==> config.mk <==
export PLATFORM = sky130hd
export DESIGN_NAME = vslc_eeprom_arbiter
export DESIGN_NICKNAME = d
export VERILOG_FILES = /design/src/rtl/vslc_pkg.sv /design/src/rtl/vslc_spi_shifter.sv /design/src/rtl/vslc_eeprom_arbiter.sv
export SDC_FILE = /design/constraint.sdc
export NUM_CORES = 1
export LEC_CHECK = 0
export CAP_MARGIN = 20
export CORE_MARGIN = 2
export CORE_UTILIZATION = 45
export DETAILED_ROUTE_END_ITERATION = 10
export PLACE_DENSITY = 0.82
export SETUP_SLACK_MARGIN = 0.3
export SLEW_MARGIN = 20
export SYNTH_ARGS = -nofsm -noshare
export SYNTH_HDL_FRONTEND = slang
export SYNTH_SLANG_ARGS = --single-unit
==> constraint.sdc <==
create_clock -name clk -period 1.9 [get_ports clk]
set_clock_uncertainty 0.1 [all_clocks]
set_input_delay 0.475 -clock clk [delete_from_list [all_inputs] [get_ports clk]]
set_output_delay 0.475 -clock clk [all_outputs]
set_load 0.02 [all_outputs]
==> src/rtl/vslc_pkg.sv <==
// Shared constants for the VSLC serial-EEPROM read arbiter: READ opcode,
// arbiter state encoding and requester port indices.
package vslc_pkg;

    localparam logic [7:0] EEPROM_READ_CMD = 8'h03;

    typedef logic [2:0] arb_state_t;

    localparam arb_state_t StIdle  = 3'd0;
    localparam arb_state_t StSetup = 3'd1;
    localparam arb_state_t StCmd   = 3'd2;
    localparam arb_state_t StAddr  = 3'd3;
    localparam arb_state_t StData  = 3'd4;
    localparam arb_state_t StGap   = 3'd5;

    localparam logic PORT_IFETCH = 1'b0;
    localparam logic PORT_CFG    = 1'b1;

endpackage

==> src/rtl/vslc_spi_shifter.sv <==
// SPI mode-0 bit engine at clk/2: sck phase toggle, bit counter, MSB-first byte
// shift-out on copi and shift-in from cipo, with a strobe on each completed byte.
module vslc_spi_shifter (
    input  logic       clk,
    input  logic       rst_n,
    input  logic       start_i,
    input  logic       en_i,
    input  logic [7:0] next_byte_i,
    input  logic       cipo_i,
    output logic       sck_o,
    output logic       copi_o,
    output logic       byte_done_o,
    output logic [7:0] rx_byte_o
);

    logic       phase_q, phase_d;
    logic [2:0] bit_cnt_q, bit_cnt_d;
    logic [7:0] tx_q, tx_d;
    logic [6:0] rx_q, rx_d;
    logic       byte_done;

    always_comb begin
        phase_d   = phase_q;
        bit_cnt_d = bit_cnt_q;
        tx_d      = tx_q;
        rx_d      = rx_q;
        byte_done = 1'b0;
        if (start_i) begin
            phase_d   = 1'b0;
            bit_cnt_d = 3'd0;
            tx_d      = next_byte_i;
        end else if (!en_i) begin
            phase_d   = 1'b0;
            bit_cnt_d = 3'd0;
        end else if (!phase_q) begin
            phase_d = 1'b1;
        end else begin
            // Edge that drops sck samples cipo and moves copi to the next bit.
            phase_d = 1'b0;
            rx_d    = {rx_q[5:0], cipo_i};
            if (bit_cnt_q == 3'd7) begin
                byte_done = 1'b1;
                bit_cnt_d = 3'd0;
                tx_d      = next_byte_i;
            end else begin
                bit_cnt_d = bit_cnt_q + 3'd1;
                tx_d      = {tx_q[6:0], 1'b0};
            end
        end
    end

    always_ff @(posedge clk) begin
        if (!rst_n) begin
            phase_q   <= 1'b0;
            bit_cnt_q <= 3'd0;
            tx_q      <= 8'h00;
            rx_q      <= 7'h00;
        end else begin
            phase_q   <= phase_d;
            bit_cnt_q <= bit_cnt_d;
            tx_q      <= tx_d;
            rx_q      <= rx_d;
        end
    end

    assign sck_o       = phase_q;
    assign copi_o      = tx_q[7];
    assign byte_done_o = byte_done;
    assign rx_byte_o   = {rx_q, cipo_i};

endmodule

==> src/rtl/vslc_eeprom_arbiter.sv <==
// Two-port round-robin arbiter owning a 25xx SPI EEPROM; each grant runs one
// READ (0x03 + address) and streams a burst of bytes back to the winner.
module vslc_eeprom_arbiter
    import vslc_pkg::*;
#(
    parameter int unsigned ADDR_W = 16,
    parameter int unsigned LEN_W  = 8,
    parameter int unsigned CS_GAP = 2
) (
    input  logic              clk,
    input  logic              rst_n,
    input  logic [1:0]        req,
    input  logic [ADDR_W-1:0] addr0,
    input  logic [LEN_W-1:0]  len0,
    input  logic [ADDR_W-1:0] addr1,
    input  logic [LEN_W-1:0]  len1,
    output logic [1:0]        gnt,
    output logic [7:0]        rd_data,
    output logic              rd_valid,
    output logic              rd_last,
    output logic              busy,
    output logic              spi_cs_n,
    output logic              spi_sck,
    output logic              spi_copi,
    input  logic              spi_cipo
);

    // Address goes out a byte at a time, so ADDR_W is expected to be a multiple of 8.
    localparam int unsigned ADDR_BYTES = ADDR_W / 8;
    localparam int unsigned ABYTE_W    = (ADDR_BYTES > 1) ? $clog2(ADDR_BYTES) : 1;
    localparam int unsigned GAP_W      = (CS_GAP > 1) ? $clog2(CS_GAP) : 1;

    arb_state_t         state_q, state_d;
    logic [1:0]         gnt_q, gnt_d;
    logic               last_port_q, last_port_d;
    logic [ADDR_W-1:0]  addr_q, addr_d;
    logic [LEN_W-1:0]   len_cnt_q, len_cnt_d;
    logic [ABYTE_W-1:0] abyte_cnt_q, abyte_cnt_d;
    logic [GAP_W-1:0]   gap_cnt_q, gap_cnt_d;
    logic               abort_q, abort_d;
    logic               cs_n_q, cs_n_d;
    logic               rd_valid_q, rd_valid_d;
    logic               rd_last_q, rd_last_d;
    logic [7:0]         rd_data_q, rd_data_d;

    logic       sh_start;
    logic       sh_en;
    logic [7:0] sh_next_byte;
    logic       sh_byte_done;
    logic [7:0] sh_rx_byte;
    logic       win;
    logic       cur_port;
    logic       req_lost;
    logic       addr_last;

    assign cur_port  = gnt_q[PORT_CFG] ? PORT_CFG : PORT_IFETCH;
    assign addr_last = (abyte_cnt_q == ABYTE_W'(ADDR_BYTES - 1));

    always_comb begin
        state_d      = state_q;
        gnt_d        = gnt_q;
        last_port_d  = last_port_q;
        addr_d       = addr_q;
        len_cnt_d    = len_cnt_q;
        abyte_cnt_d  = abyte_cnt_q;
        gap_cnt_d    = gap_cnt_q;
        abort_d      = abort_q;
        cs_n_d       = cs_n_q;
        rd_valid_d   = 1'b0;
        rd_last_d    = 1'b0;
        rd_data_d    = rd_data_q;
        sh_start     = 1'b0;
        sh_en        = 1'b0;
        sh_next_byte = 8'h00;
        win          = 1'b0;
        req_lost     = 1'b0;

        case (state_q)
            StIdle: begin
                sh_next_byte = EEPROM_READ_CMD;
                if (req != 2'b00) begin
                    // Contention goes to whichever port was not served last.
                    win         = (req == 2'b11) ? ~last_port_q : req[PORT_CFG];
                    gnt_d       = 2'b00;
                    gnt_d[win]  = 1'b1;
                    last_port_d = win;
                    addr_d      = win ? addr1 : addr0;
                    len_cnt_d   = win ? len1 : len0;
                    abort_d     = 1'b0;
                    cs_n_d      = 1'b0;
                    sh_start    = 1'b1;
                    state_d     = StSetup;
                end
            end
            StSetup: begin
                state_d = StCmd;
            end
            StCmd: begin
                sh_en        = 1'b1;
                sh_next_byte = addr_q[ADDR_W-1 -: 8];
                if (sh_byte_done) begin
                    addr_d      = addr_q << 8;
                    abyte_cnt_d = '0;
                    state_d     = StAddr;
                end
            end
            StAddr: begin
                sh_en        = 1'b1;
                sh_next_byte = addr_last ? 8'h00 : addr_q[ADDR_W-1 -: 8];
                if (sh_byte_done) begin
                    if (addr_last) begin
                        state_d = StData;
                    end else begin
                        addr_d      = addr_q << 8;
                        abyte_cnt_d = abyte_cnt_q + ABYTE_W'(1);
                    end
                end
            end
            StData: begin
                sh_en    = 1'b1;
                req_lost = abort_q | ~req[cur_port];
                abort_d  = req_lost;
                if (sh_byte_done) begin
                    rd_valid_d = 1'b1;
                    rd_data_d  = sh_rx_byte;
                    if ((len_cnt_q == '0) || req_lost) begin
                        rd_last_d = 1'b1;
                        cs_n_d    = 1'b1;
                        gap_cnt_d = GAP_W'(CS_GAP - 1);
                        state_d   = StGap;
                    end else begin
                        len_cnt_d = len_cnt_q - LEN_W'(1);
                    end
                end
            end
            StGap: begin
                // gnt drops one edge after the final rd_valid so they never disagree.
                gnt_d = 2'b00;
                if (gap_cnt_q == '0) begin
                    state_d = StIdle;
                end else begin
                    gap_cnt_d = gap_cnt_q - GAP_W'(1);
                end
            end
            default: begin
                state_d = StIdle;
                gnt_d   = 2'b00;
                cs_n_d  = 1'b1;
            end
        endcase
    end

    always_ff @(posedge clk) begin
        if (!rst_n) begin
            state_q     <= StIdle;
            gnt_q       <= 2'b00;
            last_port_q <= PORT_CFG;
            addr_q      <= '0;
            len_cnt_q   <= '0;
            abyte_cnt_q <= '0;
            gap_cnt_q   <= '0;
            abort_q     <= 1'b0;
            cs_n_q      <= 1'b1;
            rd_valid_q  <= 1'b0;
            rd_last_q   <= 1'b0;
            rd_data_q   <= 8'h00;
        end else begin
            state_q     <= state_d;
            gnt_q       <= gnt_d;
            last_port_q <= last_port_d;
            addr_q      <= addr_d;
            len_cnt_q   <= len_cnt_d;
            abyte_cnt_q <= abyte_cnt_d;
            gap_cnt_q   <= gap_cnt_d;
            abort_q     <= abort_d;
            cs_n_q      <= cs_n_d;
            rd_valid_q  <= rd_valid_d;
            rd_last_q   <= rd_last_d;
            rd_data_q   <= rd_data_d;
        end
    end

    vslc_spi_shifter u_shifter (
        .clk         (clk),
        .rst_n       (rst_n),
        .start_i     (sh_start),
        .en_i        (sh_en),
        .next_byte_i (sh_next_byte),
        .cipo_i      (spi_cipo),
        .sck_o       (spi_sck),
        .copi_o      (spi_copi),
        .byte_done_o (sh_byte_done),
        .rx_byte_o   (sh_rx_byte)
    );

    assign gnt      = gnt_q;
    assign rd_data  = rd_data_q;
    assign rd_valid = rd_valid_q;
    assign rd_last  = rd_last_q;
    assign busy     = (state_q != StIdle);
    assign spi_cs_n = cs_n_q;

endmodule

==> impl_summary.md <==
Status
The run finished, with violations left. The final reports fail on negative setup slack.

Logic synthesis
Counting flops and latches in the post-synthesis netlist gives 63. In this run, synthesis inferred 0 flip-flops with an integrated enable. The post-synthesis sequential area ratio is 0.409. In the synthesized netlist the async set-or-reset flop fraction comes to 0. The post-synth design cell area is roughly 3000 um^2. Among all flip-flop cells after synthesis, the most frequent one is sky130_fd_sc_hd__dfxtp_1. The unique cell type count in the Yosys netlist is 48. The total nets after synthesis is 434. For this run, the number of Yosys warnings is 0. The mean post-synth cell area is around 8 um^2. Synthesis produced a netlist whose cell count is about 380.

Global route
Entering global routing, the biggest net connects 24 pins. The via count of the first global-routing pass is just over 3,000. The total overflow reported by the global router is 0. The number of antenna violations at the first check in global routing is 0. The combined global-route utilization of all metal layers is 0.239. The wire length of the first global-routing pass is 14.2 mm.

Place
The routability-driven placement congestion ratio is a little over 0.8. The HPWL after detailed placement is a little under 6 mm. The placed cell area is 4120 um^2. The number of placed instances, taps included is 536.

The post-place setup slack is -401 ps. Buffers placed on the I/O ports in this run total between 60 and 70.

Final layout
The number of nets in the finished design is roughly 540. The sequential cell area is approximately 1300 um^2. The share of layout cells above drive strength 1 is 0.352. After the flow finishes, the layout carries non-filler instances totaling 569. The layout overhead on the synthesized area is 55.8%. Leaving out fill and tap cells, the most frequent cell in the layout is sky130_fd_sc_hd__dfxtp_1. The multi-input combinational cells in the finished layout cover a total of between 1500 and 2000 um^2.

After routing the design area is between 4000 and 5000 um^2. In the layout the commonest cells are sky130_fd_sc_hd__dfxtp_1, sky130_fd_sc_hd__clkdlybuf4s50_1, sky130_fd_sc_hd__nand2_1, sky130_fd_sc_hd__a21oi_1, sky130_fd_sc_hd__buf_4. The filler cell count is roughly 500.

The repair_antennas step left the layout with diodes totalling 0.

Timing
After layout, the minimum clock period comes to about 2000 ps. Setup slack on the critical path of the routed design comes to -56.8 ps. The final cycle utilization of the critical path is 1.03. Setup repair after global routing could not meet its margin everywhere. The maximum achievable frequency is just over 0.5 GHz. The final-report max-slew violation count was 0. The worst pin sits at a relative slew slack of 0.695. The number of failing setup endpoints in the final timing report is 8. The transition time at the pin with the least slew margin is between 400 and 500 ps. The hold violation total from the final report is 0.

Critical path
The slack of the worst reg-to-reg path is -60 ps. The category of the worst setup path capture point is a flip-flop. The category of the worst setup path launch point is a flip-flop. In this run the worst path has a maximum fanout of 5. The slowest stage of the critical path is the sky130_fd_sc_hd__or4_4 cell. The data required time of the critical path is just over 2000 ps. For the worst flop-to-flop path, the logic depth is 5. Walking the worst path, the cells encountered are or4_4 > nor4b_4 > o31ai_4 > buf_6 > a32o_1.

The reg-to-reg endpoint is len_cnt_q[6]$_SDFFE_PN0P_. The delay of the slowest cell on the worst path is about 560 ps. The worst setup path is of the reg2reg kind. The origin of the critical flop-to-flop path is len_cnt_q[5]$_SDFFE_PN0P_. For the worst setup path, the data arrival time is between 2000 and 2500 ps.

Drt
The vias per cell is 5.66. The routed layout has ~3,200 vias. In this run the remaining antenna-violating nets after routing total 0. For this run, the detailed router's first-pass iteration total came to 4. The number of DRC markers after the initial detailed-route iteration is 105. In the routed design, unresolved DRC markers number 0.

After detailed routing, the total wire length is approximately 8.9 mm. After detailed routing, the average wire length per cell comes to ~16 um.

Power
Of the total power, the clock network draws 0.312. The power consumption is ~4.3 mW. The total power per unit cell area is approximately 900 nW/um^2.

In this run the static leakage power is around 1.9 nW. The internal power of the cells totals a little under 3 mW. The proportion of power drawn by combinational gates is 0.321. For this design the total switching power over the nets is 1.41 mW. The net switching fraction of the power is 0.328.

VDD sags by at most ~0.46 mV. The register share of total power is 0.367.

Worst hold path
The path with the worst hold slack has its endpoint at rd_data[6]$_SDFFE_PN0P_. The worst hold path belongs to the class reg2reg. The count of cells along the worst hold path is 2.

The startpoint identified for the worst hold timing path is rd_data[6]$_SDFFE_PN0P_.

CTS
The quantity of hold-fixing buffers added after cts is 0. The total clock buffers created by CTS is 9. The clock insertion delay at the later pin of the skew report is 350 ps.

The TritonCTS clock tree is done. The clock slew seen by the registers of the worst setup and hold paths is about 80 ps. The tree built by TritonCTS fans out to 63 sinks. The H-tree generated during clock tree synthesis spans 3 levels. The number of buffers between clock root and the deepest sink is 2. The clock root buffer is sky130_fd_sc_hd__clkbuf_8.

Floorplanning
The die outline width is 86.8 um. Pin placement for this block handled slightly below 70 I/O pins. The die is 86.8 um tall. The starting utilization of the core area is 0.459. The floorplan has 30 rows. The area inside the core boundary is ~6700 um^2. The floorplan step defined a die boundary enclosing around 7500 um^2.

Flow run
The number of max-capacitance violations reported is 0.
[synthesized netlist by cell type (9+ instances only)]
cell | number | area, um^2
sky130_fd_sc_hd__dfxtp_1 | 63 | 1260
sky130_fd_sc_hd__a21oi_1 | 57 | 285
sky130_fd_sc_hd__nand2_1 | 49 | 184
sky130_fd_sc_hd__nor2_1 | 32 | 120
sky130_fd_sc_hd__mux2i_1 | 27 | 270
sky130_fd_sc_hd__o21ai_0 | 23 | 115
sky130_fd_sc_hd__clkbuf_1 | 18 | 67.6
sky130_fd_sc_hd__nand3_1 | 13 | 65.1
sky130_fd_sc_hd__nor4_1 | 11 | 68.8
sky130_fd_sc_hd__o22ai_1 | 10 | 62.6
sky130_fd_sc_hd__inv_1 | 9 | 33.8
[worst max-delay path: cells and delay by family, from the launching register on]
family / cells / cell delay (ps)
buffers and inverters: 1 / 170
and+or+nand+nor: 2 / 940
DFF: 1 / 330
AOI/OAI and AO/OA: 2 / 320
[layer usage]
layer,vias up,global-route usage,share of wire
met5,-,0,0
met1,1494,0.277,0.40
met4,0,0.107,0.026
met2,134,0.417,0.51
met3,23,0.0581,0.061
li1,1572,-,-
[how the worst max path moves through the flow]
stage / startpoint / end / slack [ps] / depth (start not counted)
6_report: len_cnt_q[5]$_SDFFE_PN0P_ / len_cnt_q[6]$_SDFFE_PN0P_ / -60 / 5
5_1_grt: len_cnt_q[5]$_SDFFE_PN0P_ / state_q[0]$_SDFFE_PN0P_ / -120 / 5
4_1_cts: len_cnt_q[5]$_SDFFE_PN0P_ / gap_cnt_q$_SDFFE_PN0P_ / -50 / 5
3_5_place_dp: req[1] / len_cnt_q[3]$_SDFFE_PN0P_ / -400 / 6
3_3_place_gp: req[1] / len_cnt_q[5]$_SDFFE_PN0P_ / -350 / 6
2_1_floorplan: req[1] / len_cnt_q[6]$_SDFFE_PN0P_ / 140 / 6
[layout make-up]
cell class / instances / area share
multi-input cells: 278 / 0.412
flip-flops and latches: 63 / 0.266
repair buffers: 123 / 0.245
clock buffers: 9 / 0.0258
clock inverters: 7 / 0.0214
well taps: 80 / 0.0208
inverters: 9 / 0.00860
[sequential cells by signal (all words and copies together), names as in the netlist, 2 cells and up]
| signal | count |
|---|---|
| rd_data | 8 |
| gnt | 2 |
| len_cnt_q | 8 |
| addr_q | 16 |
| u_shifter.tx_q | 8 |
| state_q | 3 |
| u_shifter.bit_cnt_q | 3 |
| u_shifter.rx_q | 7 |
[through the flow]
stage / utilization / hold slack, ps / TNS (ps)
3_5_place_dp: 0.613 / 346 / -10700
5_1_grt: 0.715 / 374 / -781
3_3_place_gp: 0.613 / 341 / -9250
2_1_floorplan: - / 332 / 0
4_1_cts: 0.679 / 357 / -170
6_report: 0.715 / 350 / -243
[kinds of logic after synthesis]
logic type | count (synthesis) | share of synthesized area
AOI/OAI and AO/OA | 115 | 0.226
and+or+nand+nor | 132 | 0.211
buffers and inverters | 36 | 0.0507
DFF | 63 | 0.409
adders and majority gates | 4 | 0.0162
muxes | 27 | 0.0877
[power groups by stage]
stage,clock network [mW],logic (mW),registers [mW]
3_3_place_gp,0,1.12,1.57
4_1_cts,1.35,1.26,1.57
2_1_floorplan,0,0.692,1.57
5_1_grt,1.40,1.48,1.59
6_report,1.34,1.38,1.58
3_5_place_dp,0,1.15,1.58
[repair_timing]
action,4_1_cts,5_1_grt
endpoints found under the setup margin,64,62
pin swaps,34,28
resized for setup,84,69
setup buffers,8,6
cloned,3,0
(Power assumes the default switching activity.)
